===== src/rtl/text_pkg.sv =====
// text_pkg -- definitions shared by the run-length expander and the upstream
// run counter.
//   CHAR_FIRST/CHAR_LAST : legal run characters ('a'..'d')
//   COUNT_W              : run-length field width (0 encodes 8)
//   REM_W                : width of the beats-remaining counter (1..8)
//   PAIR_W               : width of one {char, count} FIFO entry
//   exp_state_t          : expander FSM encoding
package text_pkg;

  localparam logic [7:0] CHAR_FIRST = 8'd97;
  localparam logic [7:0] CHAR_LAST  = 8'd100;
  localparam int         COUNT_W    = 3;
  localparam int         REM_W      = 4;
  localparam int         PAIR_W     = 8 + COUNT_W;
  localparam int         LEVEL_W    = 5;

  typedef enum logic {
    ST_IDLE = 1'b0,
    ST_EMIT = 1'b1
  } exp_state_t;

  function automatic logic is_run_char(input logic [7:0] c);
    return (c >= CHAR_FIRST) && (c <= CHAR_LAST);
  endfunction

  // A zero count stands for a full run of eight characters.
  function automatic logic [REM_W-1:0] count_to_rem(input logic [COUNT_W-1:0] c);
    return (c == '0) ? 4'd8 : {1'b0, c};
  endfunction

endpackage


===== src/rtl/text_expand_if.sv =====
// text_expand_if -- run-pair input and character-stream output of the expander.
//   IN_DATA/IN_COUNT/IN_VALID : finished run from upstream (no backpressure)
//   OUT/OUT_VALID/OUT_READY   : expanded character stream, valid/ready
//   LEVEL/OVF/ERR             : FIFO occupancy and sticky status flags
// modport slave  : the expander side
// modport master : the producer/consumer side
interface text_expand_if;
  import text_pkg::*;

  logic [7:0]         IN_DATA;
  logic [COUNT_W-1:0] IN_COUNT;
  logic               IN_VALID;
  logic [7:0]         OUT;
  logic               OUT_VALID;
  logic               OUT_READY;
  logic [LEVEL_W-1:0] LEVEL;
  logic               OVF;
  logic               ERR;

  modport slave (
    input  IN_DATA, IN_COUNT, IN_VALID, OUT_READY,
    output OUT, OUT_VALID, LEVEL, OVF, ERR
  );

  modport master (
    output IN_DATA, IN_COUNT, IN_VALID, OUT_READY,
    input  OUT, OUT_VALID, LEVEL, OVF, ERR
  );

endinterface


===== src/rtl/text_fifo.sv =====
// text_fifo -- small synchronous FIFO holding run pairs.
//   CLK, RST  : clock, asynchronous active-low reset (pointers only)
//   push/wr_data : write request and data; ignored when full unless popping
//   pop/rd_data  : read request; rd_data always shows the current head
//   full/empty/level : occupancy status
// The head is read combinationally so the consumer can pop and load it on
// the same edge.
module text_fifo
  import text_pkg::*;
#(
  parameter int DEPTH = 4,
  parameter int WIDTH = PAIR_W
) (
  input  logic               CLK,
  input  logic               RST,
  input  logic               push,
  input  logic [WIDTH-1:0]   wr_data,
  input  logic               pop,
  output logic [WIDTH-1:0]   rd_data,
  output logic               full,
  output logic               empty,
  output logic [LEVEL_W-1:0] level
);

  localparam int AW = $clog2(DEPTH);

  // Storage carries no reset: validity is defined by the pointers alone.
  logic [WIDTH-1:0] mem [DEPTH];

  // One extra MSB on each pointer separates full (MSBs differ) from empty.
  logic [AW:0] wr_ptr_reg;
  logic [AW:0] rd_ptr_reg;
  logic [AW:0] diff;
  logic        do_pop;
  logic        do_push;

  assign empty   = (wr_ptr_reg == rd_ptr_reg);
  assign full    = (wr_ptr_reg[AW] != rd_ptr_reg[AW]) &&
                   (wr_ptr_reg[AW-1:0] == rd_ptr_reg[AW-1:0]);
  assign do_pop  = pop && !empty;
  assign do_push = push && (!full || do_pop);
  assign diff    = wr_ptr_reg - rd_ptr_reg;
  assign level   = LEVEL_W'(diff);
  assign rd_data = mem[rd_ptr_reg[AW-1:0]];

  always_ff @(posedge CLK) begin
    if (do_push) begin
      mem[wr_ptr_reg[AW-1:0]] <= wr_data;
    end
  end

  always_ff @(posedge CLK or negedge RST) begin
    if (!RST) begin
      wr_ptr_reg <= '0;
      rd_ptr_reg <= '0;
    end else begin
      if (do_push) wr_ptr_reg <= wr_ptr_reg + 1'b1;
      if (do_pop)  rd_ptr_reg <= rd_ptr_reg + 1'b1;
    end
  end

endmodule


===== src/rtl/text_expand.sv =====
// text_expand -- expands {char, count} run pairs into a character stream.
//   CLK  : clock, all state changes on the rising edge
//   RST  : asynchronous active-low reset
//   bus  : text_expand_if.slave (run input, stream output, LEVEL/OVF/ERR)
// Pairs are queued in text_fifo; an IDLE/EMIT FSM pops the head, holds the
// character on OUT and counts the remaining beats, chaining directly into the
// next pair with no bubble.
module text_expand
  import text_pkg::*;
#(
  parameter int DEPTH = 4
) (
  input  logic          CLK,
  input  logic          RST,
  text_expand_if.slave  bus
);

  exp_state_t       state_reg;
  logic [REM_W-1:0] rem_reg;
  logic [7:0]       out_reg;
  logic             ovf_reg;
  logic             err_reg;

  logic [PAIR_W-1:0]  head;
  logic               fifo_full;
  logic               fifo_empty;
  logic [LEVEL_W-1:0] fifo_level;
  logic               in_legal;
  logic               last_beat;
  logic               pop;
  logic               push;

  assign in_legal  = is_run_char(bus.IN_DATA);
  assign last_beat = (state_reg == ST_EMIT) && bus.OUT_READY && (rem_reg == 4'd1);
  assign pop       = !fifo_empty && ((state_reg == ST_IDLE) || last_beat);
  // A pop on the same edge frees a slot, so a full FIFO still accepts.
  assign push      = bus.IN_VALID && in_legal && (!fifo_full || pop);

  text_fifo #(
    .DEPTH (DEPTH),
    .WIDTH (PAIR_W)
  ) u_fifo (
    .CLK     (CLK),
    .RST     (RST),
    .push    (push),
    .wr_data ({bus.IN_DATA, bus.IN_COUNT}),
    .pop     (pop),
    .rd_data (head),
    .full    (fifo_full),
    .empty   (fifo_empty),
    .level   (fifo_level)
  );

  always_ff @(posedge CLK or negedge RST) begin
    if (!RST) begin
      state_reg <= ST_IDLE;
      rem_reg   <= '0;
      out_reg   <= '0;
      ovf_reg   <= 1'b0;
      err_reg   <= 1'b0;
    end else begin
      if (bus.IN_VALID && !in_legal) begin
        err_reg <= 1'b1;
      end
      if (bus.IN_VALID && in_legal && fifo_full && !pop) begin
        ovf_reg <= 1'b1;
      end

      if (pop) begin
        // Load from IDLE, or reload on the last beat of the current run.
        state_reg <= ST_EMIT;
        out_reg   <= head[PAIR_W-1:COUNT_W];
        rem_reg   <= count_to_rem(head[COUNT_W-1:0]);
      end else if (last_beat) begin
        state_reg <= ST_IDLE;
        rem_reg   <= '0;
      end else if ((state_reg == ST_EMIT) && bus.OUT_READY) begin
        rem_reg <= rem_reg - 1'b1;
      end
    end
  end

  assign bus.OUT       = out_reg;
  assign bus.OUT_VALID = (state_reg == ST_EMIT);
  assign bus.LEVEL     = fifo_level;
  assign bus.OVF       = ovf_reg;
  assign bus.ERR       = err_reg;

endmodule


===== src/flat_wrapper.sv =====
// flat-port wrapper written by rule: the top's interface ports become plain ports
module text_expand_flat import text_pkg::*;
#(
  parameter int DEPTH = 4
)
  (CLK, RST, bus_IN_DATA, bus_IN_COUNT, bus_IN_VALID, bus_OUT_READY, bus_OUT, bus_OUT_VALID, bus_LEVEL, bus_OVF, bus_ERR);
  text_expand_if bus_i ();
  input  logic CLK;
  input  logic RST;
  input wire logic [$bits(bus_i.IN_DATA)-1:0] bus_IN_DATA;
  input wire logic [$bits(bus_i.IN_COUNT)-1:0] bus_IN_COUNT;
  input wire logic [$bits(bus_i.IN_VALID)-1:0] bus_IN_VALID;
  input wire logic [$bits(bus_i.OUT_READY)-1:0] bus_OUT_READY;
  output wire logic [$bits(bus_i.OUT)-1:0] bus_OUT;
  output wire logic [$bits(bus_i.OUT_VALID)-1:0] bus_OUT_VALID;
  output wire logic [$bits(bus_i.LEVEL)-1:0] bus_LEVEL;
  output wire logic [$bits(bus_i.OVF)-1:0] bus_OVF;
  output wire logic [$bits(bus_i.ERR)-1:0] bus_ERR;
  assign bus_i.IN_DATA = bus_IN_DATA;
  assign bus_i.IN_COUNT = bus_IN_COUNT;
  assign bus_i.IN_VALID = bus_IN_VALID;
  assign bus_i.OUT_READY = bus_OUT_READY;
  assign bus_OUT = bus_i.OUT;
  assign bus_OUT_VALID = bus_i.OUT_VALID;
  assign bus_LEVEL = bus_i.LEVEL;
  assign bus_OVF = bus_i.OVF;
  assign bus_ERR = bus_i.ERR;
  text_expand #(.DEPTH(DEPTH)) u_core (.CLK(CLK), .RST(RST), .bus(bus_i));
endmodule

===== config.mk =====
export PLATFORM = sky130hd
export DESIGN_NAME = text_expand_flat
export DESIGN_NICKNAME = d
export VERILOG_FILES = /design/src/rtl/text_pkg.sv /design/src/rtl/text_expand_if.sv /design/src/rtl/text_fifo.sv /design/src/rtl/text_expand.sv /design/src/flat_wrapper.sv
export SDC_FILE = /design/constraint.sdc
export NUM_CORES = 1
export LEC_CHECK = 0
export CAP_MARGIN = 20
export CORE_ASPECT_RATIO = 0.8
export CORE_MARGIN = 8
export CORE_UTILIZATION = 50
export CTS_CLUSTER_SIZE = 25
export DETAILED_ROUTE_END_ITERATION = 8
export GPL_ROUTABILITY_DRIVEN = 1
export GPL_TIMING_DRIVEN = 0
export PLACE_DENSITY = 0.75
export SLEW_MARGIN = 25
export SYNTH_ARGS = -nofsm -noshare
export SYNTH_HDL_FRONTEND = slang
export SYNTH_SLANG_ARGS = --single-unit

===== constraint.sdc =====
create_clock -name CLK -period 2.6 [get_ports CLK]
set_input_delay 0.39 -clock CLK [delete_from_list [all_inputs] [get_ports CLK]]
set_output_delay 0.39 -clock CLK [all_outputs]
set_load 0.02 [all_outputs]

# Yosys cells after proc, flatten, opt, wreduce, memory -nomap -nowiden
# Memories as Yosys holds them, arrays and structs flattened.
# Cells that the tools add are included.
# word_totals
mem_count	1
regBits	21
out_inout_bits	16
word_cells	49
inputBits	15
ram_bits	44
# mem_list
name	words	word_bits	read_ports	rd_clocked_by_memory_dff	write_ports	line_no	source
u_core.u_fifo.mem	4	11	1	0	1	text_fifo.sv:28	logic [WIDTH-1:0] mem [DEPTH];
# classes
n_eq_ne	4
mux	8
bitwise_logic	1
magnitude_cmp	2
n_reduce_logical	22
add_sub_neg	4
# ops
op	count
2-to-1 mux 4 bit	4
logical AND 1 bit	12
>= comparator 8 x 7 -> 1 bit, second input constant	1
<= comparator 8 x 7 -> 1 bit, second input constant	1
adder 3 x 1 -> 3 bit, second input constant	2
equality test 4 x 1 -> 1 bit, second input constant	1
logical NOT 1 bit	4
2-to-1 mux 1 bit	4
subtractor 4 x 1 -> 4 bit, second input constant	1
equality test 3 bit	1
logical NOT 3 bit	1
logical OR 1 bit	3
nonzero test 3 bit	1
subtractor 3 bit	1
equality test 2 bit	1
nonzero test 2 bit	1
inequality test 1 bit	1
inverter 1 bit	1

# Depth between registers and ports, before layout
# Gate-level depths: netlist of run 1.
# logic_depth
depth_word	9
depth_mapped	8

# Hierarchy
# Synthesis of run 1 repeated with hierarchy kept, for this count alone.
# unflattened
cells_unflattened	168
hier_area_um2	2825.2
# by_module_without_submodules
mod	seq_area_each_um2	instances	area_per_inst_um2	cells_each
text_fifo	1471.4	1	2063.2	106
text_expand	375.4	1	762.0	62

# Worst setup path after synthesis of run 1
# OpenSTA, ideal clock, no wires.
# synth_path
path_kind	register to register
startpoint	register u_core.u_fifo.rd_ptr_reg[1]
endpoint	memory u_core.u_fifo.mem[0][0] (netlist name), enable pin
period_less_slack_ns	2.517
required_time_ns	2.251
t_arrival_ns	2.168
slack_ns	0.083
path_stages_with_launch	8
n_path_buf	1
cell_sequence	dfrtp_1 buf_1 inv_1 ha_1 nand2_1 and4bb_4 nor3b_4 and2_1
# synth_via
elab_chain_cells	8
elab_cells_between_ends	13
# synth_rtl
item	line_no	source
start: declaration	text_fifo.sv:32	logic [AW:0] rd_ptr_reg;
start signal: assignment	text_fifo.sv:58	if (do_pop) rd_ptr_reg <= rd_ptr_reg + 1'b1;
equality test 3 bit or equality test 2 bit (tied branches)	text_fifo.sv:37, text_fifo.sv:39	
logical NOT 1 bit or logical AND 1 bit (tied branches)	text_fifo.sv:40, text_expand.sv:35, text_fifo.sv:38	
logical AND 1 bit or logical NOT 1 bit (tied branches)	text_expand.sv:35, text_fifo.sv:41, text_expand.sv:37	
logical OR 1 bit or logical AND 1 bit (tied branches)	text_expand.sv:37, text_fifo.sv:40	
logical AND 1 bit or logical OR 1 bit (tied branches)	text_expand.sv:37, text_fifo.sv:41	
logical AND 1 bit *	text_fifo.sv:41	assign do_push = push && (!full || do_pop);
2-to-1 mux 1 bit *	text_fifo.sv:47	if (do_push) begin
2-to-1 mux 1 bit (implied by the code) *	text_fifo.sv:48	mem[wr_ptr_reg[AW-1:0]] <= wr_data;
end: declaration	text_fifo.sv:28	
# Mark *: on every way between the ends. The rest lies on a longest branch, timed or not.

# Worst setup path after layout of run 1
# layout_path
startpoint	register u_core.u_fifo.rd_ptr_reg[1]
endpoint	memory u_core.u_fifo.mem[0][3] (netlist name), enable pin
# Same word-level chain as after synthesis.

==> impl_metrics.ini, run 1 <==
[power_and_ir_drop]
ir_worst_vdd_mv = 0.591
leakagePower_nw = 1.29
power.total_mw = 3.71
powerDensity_mw_per_mm2 = 1070

[layout]
fin_cells = 287
largest_register_ffs = 44
nets = 229
layout-drive-gt1-share_pct = 23.0
post-route-util_pct = 63.6
num_antenna_cells = 0
final_cell_area_mm2 = 0.00345
syn2layout_area_growth_pct = 23.6

[synthesis]
netlist_instances = 163
synthTopCellsByCount = edfxtp_1 (44), dfrtp_1 (21), mux4_2 (11)
syn_area_mm2 = 0.00279
ys_seq_area_share_pct = 66.1
ys_types = 39
synth_edf_count = 44
yosys_register_bits = 65
synth_top_area_share_pct = 47.3
yosysMostFrequentCell = edfxtp_1
yosysTopAreaCell = edfxtp_1
async_reset_ff_share_pct = 32.3
syn_avg_cell_area_um2 = 17.1
yosysWarningCount = 0
synth_ff_type = edfxtp_1
synth_area_leaders = edfxtp_1 (47%), dfrtp_1 (19%), mux4_2 (8.9%)

[floorplanning]
fp.dieH_um = 82.9
floorplan.initialDensity_pct = 51.4
io_pins = 31
coreArea_mm2 = 0.00544
dieArea_mm2 = 0.00825
die_w_um = 99.6
num_rows = 24

[worst_setup_path]
cp.arrival_ns = 2.49
crit_path_start_kind = register
crit_type = reg2reg
reg2regPathDepth = 7
cp_data_required_time_ns = 2.62
r2r-end = u_core.u_fifo.mem[0][3]$_DFFE_PP_
end_kind = register
critPathMaxFanout = 11
r2r_slack_ns = 0.13
crit-reg2reg-launch = u_core.u_fifo.rd_ptr_reg[1]$_DFFE_PN0P_

[cts]
worstSkewPairLatency_ns = 0.33
cts_max_path_buffers = 2
hold_buffers = 0
cts_tree = built
htreeDepth = 3
root_buffer = clkbuf_8
numCtsBuffers = 9
path_clk_slew_ns = 0.08
numClockSinks = 65

[place]
place_area_mm2 = 0.00318
gp_congestion = 0.722
port_buffers = 28
dp_slack_ns = -0.649
placed_cells = 270
hpwl_um = 3530

[route]
viasPerCell = 5.15
drcViolationCount = 0
wirelength_um = 5210
via_count = 1477
drt-wirelength-per-cell_um = 18.1
dr.pass1.iters = 4
drtIter0Drc = 72
final_antenna_net_count = 0

[timing]
maxSlewViolCount = 0
max_freq_mhz = 404
fin_crit_sh_pct = 95.2
fin_crit_ns = 2.47
postLayoutSetupSlackWorst_ns = 0.125
rsz0062_at_grt = false
tightest_slew_ns = 0.511
hold_viol_final = 0
setup_viol = 0
skew_ns = 0.00963
relSlewSlack_pct = 65.9

[grt]
grt_pass1_vias = 1638
grt_pass1_wl_um = 8560
grt.total_usage_pct = 13.7
grt_max_degree = 22
grt-ovfl-total = 0
antenna_found_initial = 0

[min_path]
min-delay-path-class = in2async

[job]
maxCapViolCount = 0

[run_status]
status = completed
## area by class of cell
| type | count | area [um^2] |
|---|---|---|
| buffer | 6 | 50.0 |
| multi-input combinational | 85 | 892 |
| timing repair buffer | 29 | 297 |
| fill | 387 | 1980 |
| inverter | 8 | 30.0 |
| clock buffer | 9 | 124 |
| tap | 78 | 97.6 |
| clock inverter | 7 | 118 |
| sequential | 65 | 1850 |
## per-layer routing
layer	wire length (um)	vias up	global-route usage, %	part of all wire [%]
met5	0	-	0	0
met2	2880	33	23.6	55
met1	2030	752	14.4	39
met3	259	4	5.75	5.0
li1	-	688	-	-
met4	30	0	5.35	0.58
## layout by cell type, fill, tap and decap left out, drive strengths merged, types with 2 or more instances in the layout
| cell type | instances |
|---|---|
| dfrtp | 21 |
| nor2b | 3 |
| mux4 | 11 |
| xnor2 | 4 |
| inv | 9 |
| edfxtp | 44 |
| nand3 | 2 |
| nand2 | 8 |
| clkinvlp | 2 |
| xor2 | 4 |
| clkbuf | 9 |
| buf | 8 |
| and2 | 3 |
| a21oi | 2 |
| nor2 | 4 |
| nor3 | 2 |
| ha | 9 |
| clkdlybuf4s50 | 25 |
| o21ai | 5 |
| or3 | 3 |
| mux2 | 9 |
| bufinv | 3 |
| conb | 2 |
## cell families after synthesis
family / synth area share, %
AOI/OAI and AO/OA: 3.67
xor gates and xnor gates: 2.51
adders and majority gates: 4.75
buffers and inverters: 2.60
DFF: 66.1
muxes: 12.5
other: 0.134
and+or+nand+nor: 7.75
## metrics by stage
step | hold WS (ns) | setup TNS (ns)
after floorplan | 0.0944 | 0
after global placement | 0.439 | -23.16
after global routing | 0.0597 | 0
after CTS | 0.466 | 0
final | 0.0239 | 0
after detailed placement | 0.450 | -24.57
## power breakdown
group          internal, mW  total, mW  switching [mW]
combinational         0.675       1.31           0.637
clock                 0.637       1.02           0.380
sequential             1.25       1.38           0.132
total                  2.56       3.71            1.15
## worst max-delay path by stage
stage,startpoint,to
3_5_place_dp,u_core.u_fifo.rd_ptr_reg[1]$_DFFE_PN0P_,u_core.u_fifo.mem[0][10]$_DFFE_PP_
4_1_cts,u_core.u_fifo.wr_ptr_reg[0]$_DFFE_PN0P_,bus_LEVEL[1]
5_1_grt,u_core.u_fifo.rd_ptr_reg[1]$_DFFE_PN0P_,u_core.u_fifo.mem[0][2]$_DFFE_PP_
6_report,u_core.u_fifo.rd_ptr_reg[1]$_DFFE_PN0P_,u_core.u_fifo.mem[0][3]$_DFFE_PP_
3_3_place_gp,u_core.u_fifo.rd_ptr_reg[1]$_DFFE_PN0P_,u_core.u_fifo.mem[3][10]$_DFFE_PP_
2_1_floorplan,u_core.u_fifo.rd_ptr_reg[1]$_DFFE_PN0P_,u_core.u_fifo.mem[0][0]$_DFFE_PP_
## timing repair
item,4_1_cts,5_1_grt
pin swaps,1,3
setup buffers,0,1
setup endpoints to repair,50,36
gates resized for setup,9,2
## worst max-delay path: stages, from the launching register on
cell	delay, ns
dfrtp_1	0.48
buf_6	0.21
inv_1	0.08
ha_1	0.30
nand2_1	0.17
and4bb_4	0.30
nor3b_4	0.30
and2_4	0.33
Power figures use the tool's default switching activity.
==> inputs of run 2 (changes only) <==
- CORE_UTILIZATION: 50 -> 55
- CTS_CLUSTER_DIAMETER: default -> 150
- PLACE_DENSITY: 0.75 -> 0.78
- clock period: 2.6 -> 2.65 ns (I/O delays scaled with it)
==> run 2 against run 1 <==
Effect of this change:
- hold slack better by 0.00092 ns
- cell count fell by 5.6%
- clock power shrank 11%
- wire length is 1.2% lower
- largest cell class unchanged
- highest routed layer unchanged
==> impl_metrics.ini, run 2 (synthesis results as in run 1) <==
[run_status]
status = completed

[power_and_ir_drop]
powerDensity_mw_per_mm2 = 1050
leakagePower_nw = 1.29
ir_worst_vdd_mv = 0.734
power.total_mw = 3.57

[floorplanning]
io_pins = 31
coreArea_mm2 = 0.00495
fp.dieH_um = 79.8
die_w_um = 95.7
floorplan.initialDensity_pct = 56.4
num_rows = 23
dieArea_mm2 = 0.00763

[layout]
syn2layout_area_growth_pct = 22.2
fin_cells = 271
final_common_cell = edfxtp_1
nets = 229
largest_register_ffs = 44
layout-drive-gt1-share_pct = 23.4
layout_common_cells = edfxtp_1 (44), clkdlybuf4s50_1 (25), dfrtp_1 (20), mux4_2 (11), clkbuf_8 (10)
num_antenna_cells = 0
fillers = 306

[cts]
numCtsBuffers = 9
cts_tree = built
htreeDepth = 3
numClockSinks = 65
cts_max_path_buffers = 2
worstSkewPairLatency_ns = 0.33
path_clk_slew_ns = 0.07
root_buffer = clkbuf_8

[place]
hpwl_um = 3650
placed_cells = 254
port_buffers = 28
gp_congestion = 0.762

[grt]
antenna_found_initial = 0
grt-ovfl-total = 0
grt.total_usage_pct = 15.1
grt_pass1_wl_um = 8420
grt_pass1_vias = 1613
grt_max_degree = 22

[route]
via_count = 1476
dr.pass1.iters = 4
final_antenna_net_count = 0
highest-signal-layer = met4
drcViolationCount = 0
wl_met3_um = 267
wirelength_um = 5150
drtIter0Drc = 123
route.met2.wl_um = 2670
wl_met1_um = 2160
drt-wirelength-per-cell_um = 19.0
viasPerCell = 5.45

[worst_setup_path]
end_kind = register
critPathMaxFanout = 11
cp_data_required_time_ns = 2.68
cp.arrival_ns = 2.53
crit_type = in2reg
crit_path_start_kind = primary input

[timing]
rsz0062_at_grt = false
fin_crit_ns = 2.50
hold_slack_ns = 0.0248
maxSlewViolCount = 0
setup_viol = 0
tns_ns = 0
skew_ns = 0.00513
hold_viol_final = 0
max_freq_mhz = 400
fin_crit_sh_pct = 94.3

[job]
maxCapViolCount = 0

[min_path]
min-delay-path-class = in2async
run 2: final cells by class:
type,count,area (um^2),share of cell area (%)
clock inverters,6,81.3,2.38
flip-flops and latches,65,1850,54.1
plain buffers,6,46.3,1.36
repair buffers,29,300,8.80
multi-input cells,85,892,26.1
clock buffers,10,138,4.03
inverters,8,30.0,0.880
well taps,62,77.6,2.27
run 2: final timing paths:
| check | start | to | slack [ns] | cells past startpoint |
|---|---|---|---|---|
| max | bus_IN_DATA[7] | u_core.u_fifo.mem[0][9]$_DFFE_PP_ | 0.15 | 5 |
| min | RST | u_core.u_fifo.wr_ptr_reg[0]$_DFFE_PN0P_ | 0.02 | 1 |
| max reg2reg | u_core.u_fifo.rd_ptr_reg[1]$_DFFE_PN0P_ | u_core.u_fifo.mem[0][9]$_DFFE_PP_ | 0.16 | 7 |
| min reg2reg | u_core.bus.ERR$_DFFE_PN0P_ | u_core.bus.ERR$_DFFE_PN0P_ | 0.46 | 1 |
| max in group asynchronous | RST | u_core.u_fifo.rd_ptr_reg[1]$_DFFE_PN0P_ | 2.26 | 1 |
| min in group CLK | u_core.bus.ERR$_DFFE_PN0P_ | u_core.bus.ERR$_DFFE_PN0P_ | 0.46 | 1 |
run 2: power breakdown:
| group | internal, mW | switching [mW] |
|---|---|---|
| Clock | 0.548 | 0.358 |
| Sequential | 1.23 | 0.132 |
| Combinational | 0.671 | 0.638 |
run 2: repair_timing:
action / in CTS / in global routing
hold buffers: 0 / 0
pin swaps: 1 / 2
gates resized for setup: 8 / 3
endpoints found under the setup margin: 49 / 47
buffers inserted: 0 / 1
run 2: through the flow:
step / instance area (um^2) / util (%) / setup slack (ns)
final: 3410 / 69.0 / 0.151
after global routing: 3410 / 69.0 / 0.00128
after CTS: 3390 / 68.5 / 0.00436
after detailed placement: 3160 / 63.9 / -0.534
after global placement: 3160 / 63.8 / -0.581
after floorplan: 2800 / - / 0.133
run 2: worst max-delay path, stage by stage:
cell,delay (ns)
clkdlybuf4s50_1,0.48
nor4b_1,0.50
nand4_1,0.41
nor3b_4,0.41
and2_4,0.32
run 2: per-layer routing:
| layer | track usage, % | up-vias |
|---|---|---|
| li1 | - | 691 |
| met1 | 16.9 | 737 |
| met2 | 25.2 | 42 |
| met3 | 6.58 | 6 |
| met4 | 5.05 | 0 |
| met5 | 0 | - |
==> RTL edit 1: new RTL, flow settings as in run 2 <==
Reset style: synchronous (`RST`), changed in 2 clocked blocks. Comments in the files are not updated.
--- a/src/rtl/text_fifo.sv
+++ b/src/rtl/text_fifo.sv
@@ -50,5 +50,5 @@
   end
 
-  always_ff @(posedge CLK or negedge RST) begin
+  always_ff @(posedge CLK) begin
     if (!RST) begin
       wr_ptr_reg <= '0;
--- a/src/rtl/text_expand.sv
+++ b/src/rtl/text_expand.sv
@@ -52,5 +52,5 @@
   );
 
-  always_ff @(posedge CLK or negedge RST) begin
+  always_ff @(posedge CLK) begin
     if (!RST) begin
       state_reg <= ST_IDLE;
Formal check against the unedited RTL: differs if RST is asserted again (counterexample within 4 cycles, from zero or initial values and one cycle with RST low); with RST held inactive, the same outputs for 10 cycles.
==> RTL edit 1 against run 2 <==
Routed wire length is 2.7% lower; power is 26% lower; area after synthesis is 2.9% higher; sequential cell count increased by 2; fmax is 2.0% higher; critical path type unchanged; setup slack improved by 0.048 ns; final area up 0.37%; via count up 12%; largest power group unchanged; global-route usage fell by 1.2 points; synthesized cell count is 21% higher.
==> RTL edit 1: results (changes against run 2) <==
status completed; Worst IR Drop VDD 0.470 mV (-36%); ranking of synthesized cells by area edfxtp_1 (46%), dfxtp_1 (16%), mux4_1 (9.1%); vias in the first global route 1,648 (+2.2%); GR Util All Layers 13.9% (-1.2 points); postcts setup bufs 0 (unchanged); IO Port Bufs 28 (unchanged); Fill cells 359 (+17%); clk slew on worst S/H paths 0.07 ns (about the same); dpl cells 288 (+13%); Clock Path Buffers 2 (unchanged); Clock Skew 0.00898 ns (+0.00385 ns); initial drt markers 106 (-14%); Least-Margin Pin Slew 0.530 ns; LEAKAGE 1.19 nW (-7.8%); Syn Inst Count 197 (+21%); routed wire length 5.01 mm (-2.7%); Worst Path Arrival 2.46 ns (-0.07 ns); clk root buf clkbuf_8; Pre-antenna DRT Iters 4 (unchanged); Post-Layout Cell Count 304 (+12%); initial antenna violation count 0 (unchanged); share of flip-flops with an asynchronous set or reset 0% (-32 points); Worst Hold Class flip-flop to flip-flop; Nets 262 (+14%); CTS resizes 4 (-4); vias per cell 5.42 (-0.41%); largest net degree at the start of global routing 14 (-36%); CTS Buf Count 9 (unchanged); max reg flops 44 (unchanged); H-tree depth 3 (unchanged); R2R cell count 6 (-1); Largest stage delay, worst path 0.55 ns (+0.05 ns); ANT cells 0 (unchanged); share of layout cells above drive strength 1 12.8% (-11 points); dpl hpwl 3.69 mm (+1.1%); slowest library cell on the worst path nor4b_1; first-pass GRT wire length 8.36 mm (-0.82%); Synth cell types 39 (unchanged); synth cell count leaders edfxtp_1 (44), nand2_1 (27), dfxtp_1 (23); worst hold path depth 2; count of flip-flops with a built-in enable after synthesis 44 (unchanged); worst-path maximum fanout 11 (unchanged); placer congestion estimate 0.765 (+0.47%); Post-DP Area 3240 sq um (+2.3%); Worst-Skew Late Latency 0.33 ns (about the same); Yosys warnings 0 (unchanged); sequential share of the synthesized area 62.0% (-4.1 points); kind of cell adding the most delay to the critical path simple AND/OR/NAND/NOR gates
-- RTL edit 1: cells by family (layout without fill, tap and decap cells) --
kind of cell	count (synthesis)	after routing	synth area share, %
other cells	1	2	0.130
flops	67	67	62.0
compound gates	34	34	8.92
simple gates	51	51	9.06
buf+inv	16	60	2.74
xor+xnor	3	3	1.18
fa+ha+maj	10	10	4.61
mux	15	15	11.4
-- RTL edit 1: worst register-to-register path, delay by kind of cell, from the launching register on --
family | cells | cell delay, ns
buffers and inverters | 1 | 0.11
adder cells (fa/ha/maj) | 1 | 0.33
flip-flops | 1 | 0.39
AND/OR/NAND/NOR | 4 | 1.19
-- RTL edit 1: worst paths after layout --
kind,start,slack (ns),end
setup reg to reg,u_core.u_fifo.wr_ptr_reg[0]$_SDFFE_PN0P_,0.31,u_core.u_fifo.mem[1][7]$_DFFE_PP_
hold reg to reg,u_core.bus.OUT[4]$_SDFFE_PN0N_,0.46,u_core.bus.OUT[4]$_SDFFE_PN0N_
setup / recovery,bus_IN_DATA[7],0.20,u_core.u_fifo.mem[1][7]$_DFFE_PP_
hold / removal,u_core.bus.OUT[4]$_SDFFE_PN0N_,0.46,u_core.bus.OUT[4]$_SDFFE_PN0N_
-- RTL edit 1: cell type report --
type | instances | area (sq um) | area share [%]
plain buffers | 8 | 48.8 | 1.42
flip-flops and latches | 67 | 1780 | 52.0
multi-input cells | 115 | 1020 | 29.9
clock inverters | 7 | 53.8 | 1.57
repair buffers | 28 | 285 | 8.33
clock buffers | 9 | 124 | 3.62
inverters | 8 | 30.0 | 0.877
well taps | 62 | 77.6 | 2.26
-- RTL edit 1: per-stage QoR --
stage	power, W	setup TNS, ns	worst slack [ns]
2_1_floorplan	0.00172	0	0.460
3_3_place_gp	0.00193	-19.81	-0.454
3_5_place_dp	0.00195	-18.88	-0.436
4_1_cts	0.00267	0	0.00779
5_1_grt	0.00280	0	0.102
6_report	0.00265	0	0.199
-- RTL edit 1: routing by layer --
metal  share of wire (%)  global-route usage (%)  routed length [microns]  vias up
li1                    -                       -                        -      812
met1                  46                    17.2                     2330      779
met2                  47                    21.1                     2350       54
met3                 5.4                    4.97                      269        4
met4                 1.2                    7.35                       58        0
met5                   0                       0                        0        -
-- RTL edit 1: report_power, final --
| group | internal (W) | switching (W) |
|---|---|---|
| combinational | 0.000335 | 0.000334 |
| sequential | 0.00118 | 0.0000731 |
| clock | 0.000343 | 0.000383 |
==> RTL edit 2: new RTL, flow settings as in run 2 <==
Without the edit above. Set the package constant `LEVEL_W` to 10 (it was 5).
--- a/src/rtl/text_pkg.sv
+++ b/src/rtl/text_pkg.sv
@@ -13,5 +13,5 @@
   localparam int         REM_W      = 4;
   localparam int         PAIR_W     = 8 + COUNT_W;
-  localparam int         LEVEL_W    = 5;
+  localparam int         LEVEL_W    = 10;
 
   typedef enum logic {
Interface: changed (resized bus_LEVEL); port bits go from 31 to 36. No check against the original RTL was run, so the function may have changed too.
==> RTL edit 2 against run 2 <==
Sequential share of layout area down 0.80 points; setup slack worse by 0.031 ns; final area up 1.4%; sequential power is essentially flat; critical path type is now flip-flop to output pin; clock skew is 0.00051 ns higher; largest power group unchanged; count of clock-buffer cells in the layout down 1; routed wire length shrank 0.17%; global-route usage shrank 0.21 points; area after synthesis rose by 1.3%; clock power fell by 0.4%; power shrank 0.63%; synthesized cell count increased by 3.1%; sequential cell count unchanged.
==> RTL edit 2: results (changes against run 2) <==
clk root buf clkbuf_8; CTS Buf Count 9 (unchanged); initial drt markers 94 (-24%); routed wire length 5.14 mm (-0.17%); Worst IR Drop VDD 0.633 mV (-14%); slowest library cell on the worst path clkdlybuf4s50_1; Clock Skew 0.00564 ns (+0.000508 ns); dpl hpwl 3.51 mm (-3.7%); share of flip-flops with an asynchronous set or reset 32.3% (unchanged); status completed; IO Port Bufs 28 (unchanged); H-tree depth 3 (unchanged); Psw 0.00113 W (+0.47%); Worst setup startpoint u_core.u_fifo.wr_ptr_reg[0]$_DFFE_PN0P_; Worst Path Arrival 2.13 ns (-0.40 ns); Critical Path End bus_LEVEL[1]; Compound-Gate Fraction of Synth Area 3.62% (-0.049 points); sequential share of the synthesized area 65.2% (-0.88 points); TNS Setup 0 ns (unchanged); Yosys warnings 0 (unchanged); Post-Synth XOR/XNOR Area 2.47% (-0.033 points); Synth cell types 39 (unchanged); vias in the first global route 1,629 (+0.99%); worst-path maximum fanout 4 (-7); Adder-Cell Fraction of Synth Area 4.68% (-0.063 points); placer congestion estimate 0.754 (-1.1%); largest net degree at the start of global routing 22 (unchanged); GR Util All Layers 14.9% (-0.21 points); Worst-Skew Late Latency 0.34 ns; Rel. slew slack 66.5%; max reg flops 44 (unchanged); kind of cell adding the most delay to the critical path buffers and inverters; Clock Path Buffers 2 (unchanged); share of layout cells above drive strength 1 24.2% (+0.76 points); r2r startpoint u_core.u_fifo.rd_ptr_reg[1]$_DFFE_PN0P_; R2R cell count 7 (unchanged); r2r endpoint u_core.u_fifo.mem[0][10]$_DFFE_PP_; Largest stage delay, worst path 0.59 ns (+0.09 ns); ranking of synthesized cells by area edfxtp_1 (47%), dfrtp_1 (19%), mux4_2 (8.7%); count of flip-flops with a built-in enable after synthesis 44 (unchanged); first-pass GRT wire length 8.31 mm (-1.4%); Hold Worst Slack 0.0189 ns (-0.00591 ns); Post-DP Area 3220 sq um (+1.8%); mux cell area share after synthesis 12.3% (-0.17 points); reg-to-reg slack, setup 0.16 ns (about the same); Pre-antenna DRT Iters 4 (unchanged); Nets 239 (+4.4%); synth cell count leaders edfxtp_1 (44), dfrtp_1 (21), mux4_2 (11); Worst Hold Class input pin to asynchronous set/reset pin; LEAKAGE 1.30 nW (+1.3%); initial antenna violation count 0 (unchanged); clk slew on worst S/H paths 0.07 ns (about the same); vias per cell 5.41 (-0.75%)
[RTL edit 2: cell count changes in the layout (fill, tap and decap cells not counted), sizes merged]
cell,before,now
buf,8,13
conb,2,7
clkinvlp,1,3
dlymetal6s2s,2,0
clkbuf,10,9
clkdlybuf4s50,25,26
clkinv,3,2
dlygate4sd2,0,1
[RTL edit 2: worst min path at each step]
| stage | from | to | cells after the start |
|---|---|---|---|
| 6_report | RST | u_core.bus.OUT[7]$_DFFE_PN0N_ | 1 |
| 2_1_floorplan | RST | u_core.bus.ERR$_DFFE_PN0P_ | 0 |
| 4_1_cts | u_core.bus.ERR$_DFFE_PN0P_ | u_core.bus.ERR$_DFFE_PN0P_ | 1 |
| 5_1_grt | RST | u_core.bus.OUT[7]$_DFFE_PN0N_ | 1 |
| 3_5_place_dp | u_core.bus.ERR$_DFFE_PN0P_ | u_core.bus.ERR$_DFFE_PN0P_ | 1 |
| 3_3_place_gp | u_core.bus.ERR$_DFFE_PN0P_ | u_core.bus.ERR$_DFFE_PN0P_ | 1 |
[RTL edit 2: area by class of cell]
class                   instances  area (sq um)
plain buffers                  11          83.8
clock buffers                   9           124
clock inverters                 7          95.1
fillers                       334          1520
inverters                       8          30.0
multi-input cells              90           911
flip-flops and latches         65          1850
well taps                      62          77.6
repair buffers                 29           294
[RTL edit 2: repair_timing]
action | CTS | global route
pin swaps | 1 | 1
hold buffers | 0 | 0
resized for setup | 5 | 5
buffers inserted | 0 | 1
endpoints found under the setup margin | 47 | 45
[RTL edit 2: logic make-up (layout without fill, tap and decap cells)]
kind of cell / count (synthesis) / in the layout
other: 1 / 7
adders and majority gates: 10 / 10
and+or+nand+nor: 32 / 32
AOI/OAI and AO/OA: 13 / 13
buffers and inverters: 19 / 64
xor gates and xnor gates: 8 / 8
DFF: 65 / 65
muxes: 20 / 20
[RTL edit 2: per-layer routing]
| layer | routed length (microns) | global-route usage [%] | vias up |
|---|---|---|---|
| li1 | - | - | 706 |
| met1 | 2090 | 16.4 | 780 |
| met2 | 2720 | 24.9 | 31 |
| met3 | 297 | 6.89 | 2 |
| met4 | 30 | 5.05 | 0 |
| met5 | 0 | 0 | - |
[RTL edit 2: power groups by stage]
stage / clock network (W) / registers [W] / logic, W
3_3_place_gp: 0 / 0.00136 / 0.00126
5_1_grt: 0.000969 / 0.00138 / 0.00140
4_1_cts: 0.000925 / 0.00136 / 0.00131
6_report: 0.000902 / 0.00136 / 0.00129
2_1_floorplan: 0 / 0.00143 / 0.000797
3_5_place_dp: 0 / 0.00137 / 0.00129
[RTL edit 2: metrics by stage]
stage,setup slack (ns),std cells,util [%]
4_1_cts,-0.0274,280,69.1
2_1_floorplan,0.133,174,-
6_report,0.120,281,69.5
3_3_place_gp,-0.538,264,64.5
3_5_place_dp,-0.485,264,64.6
5_1_grt,0.0204,281,69.5
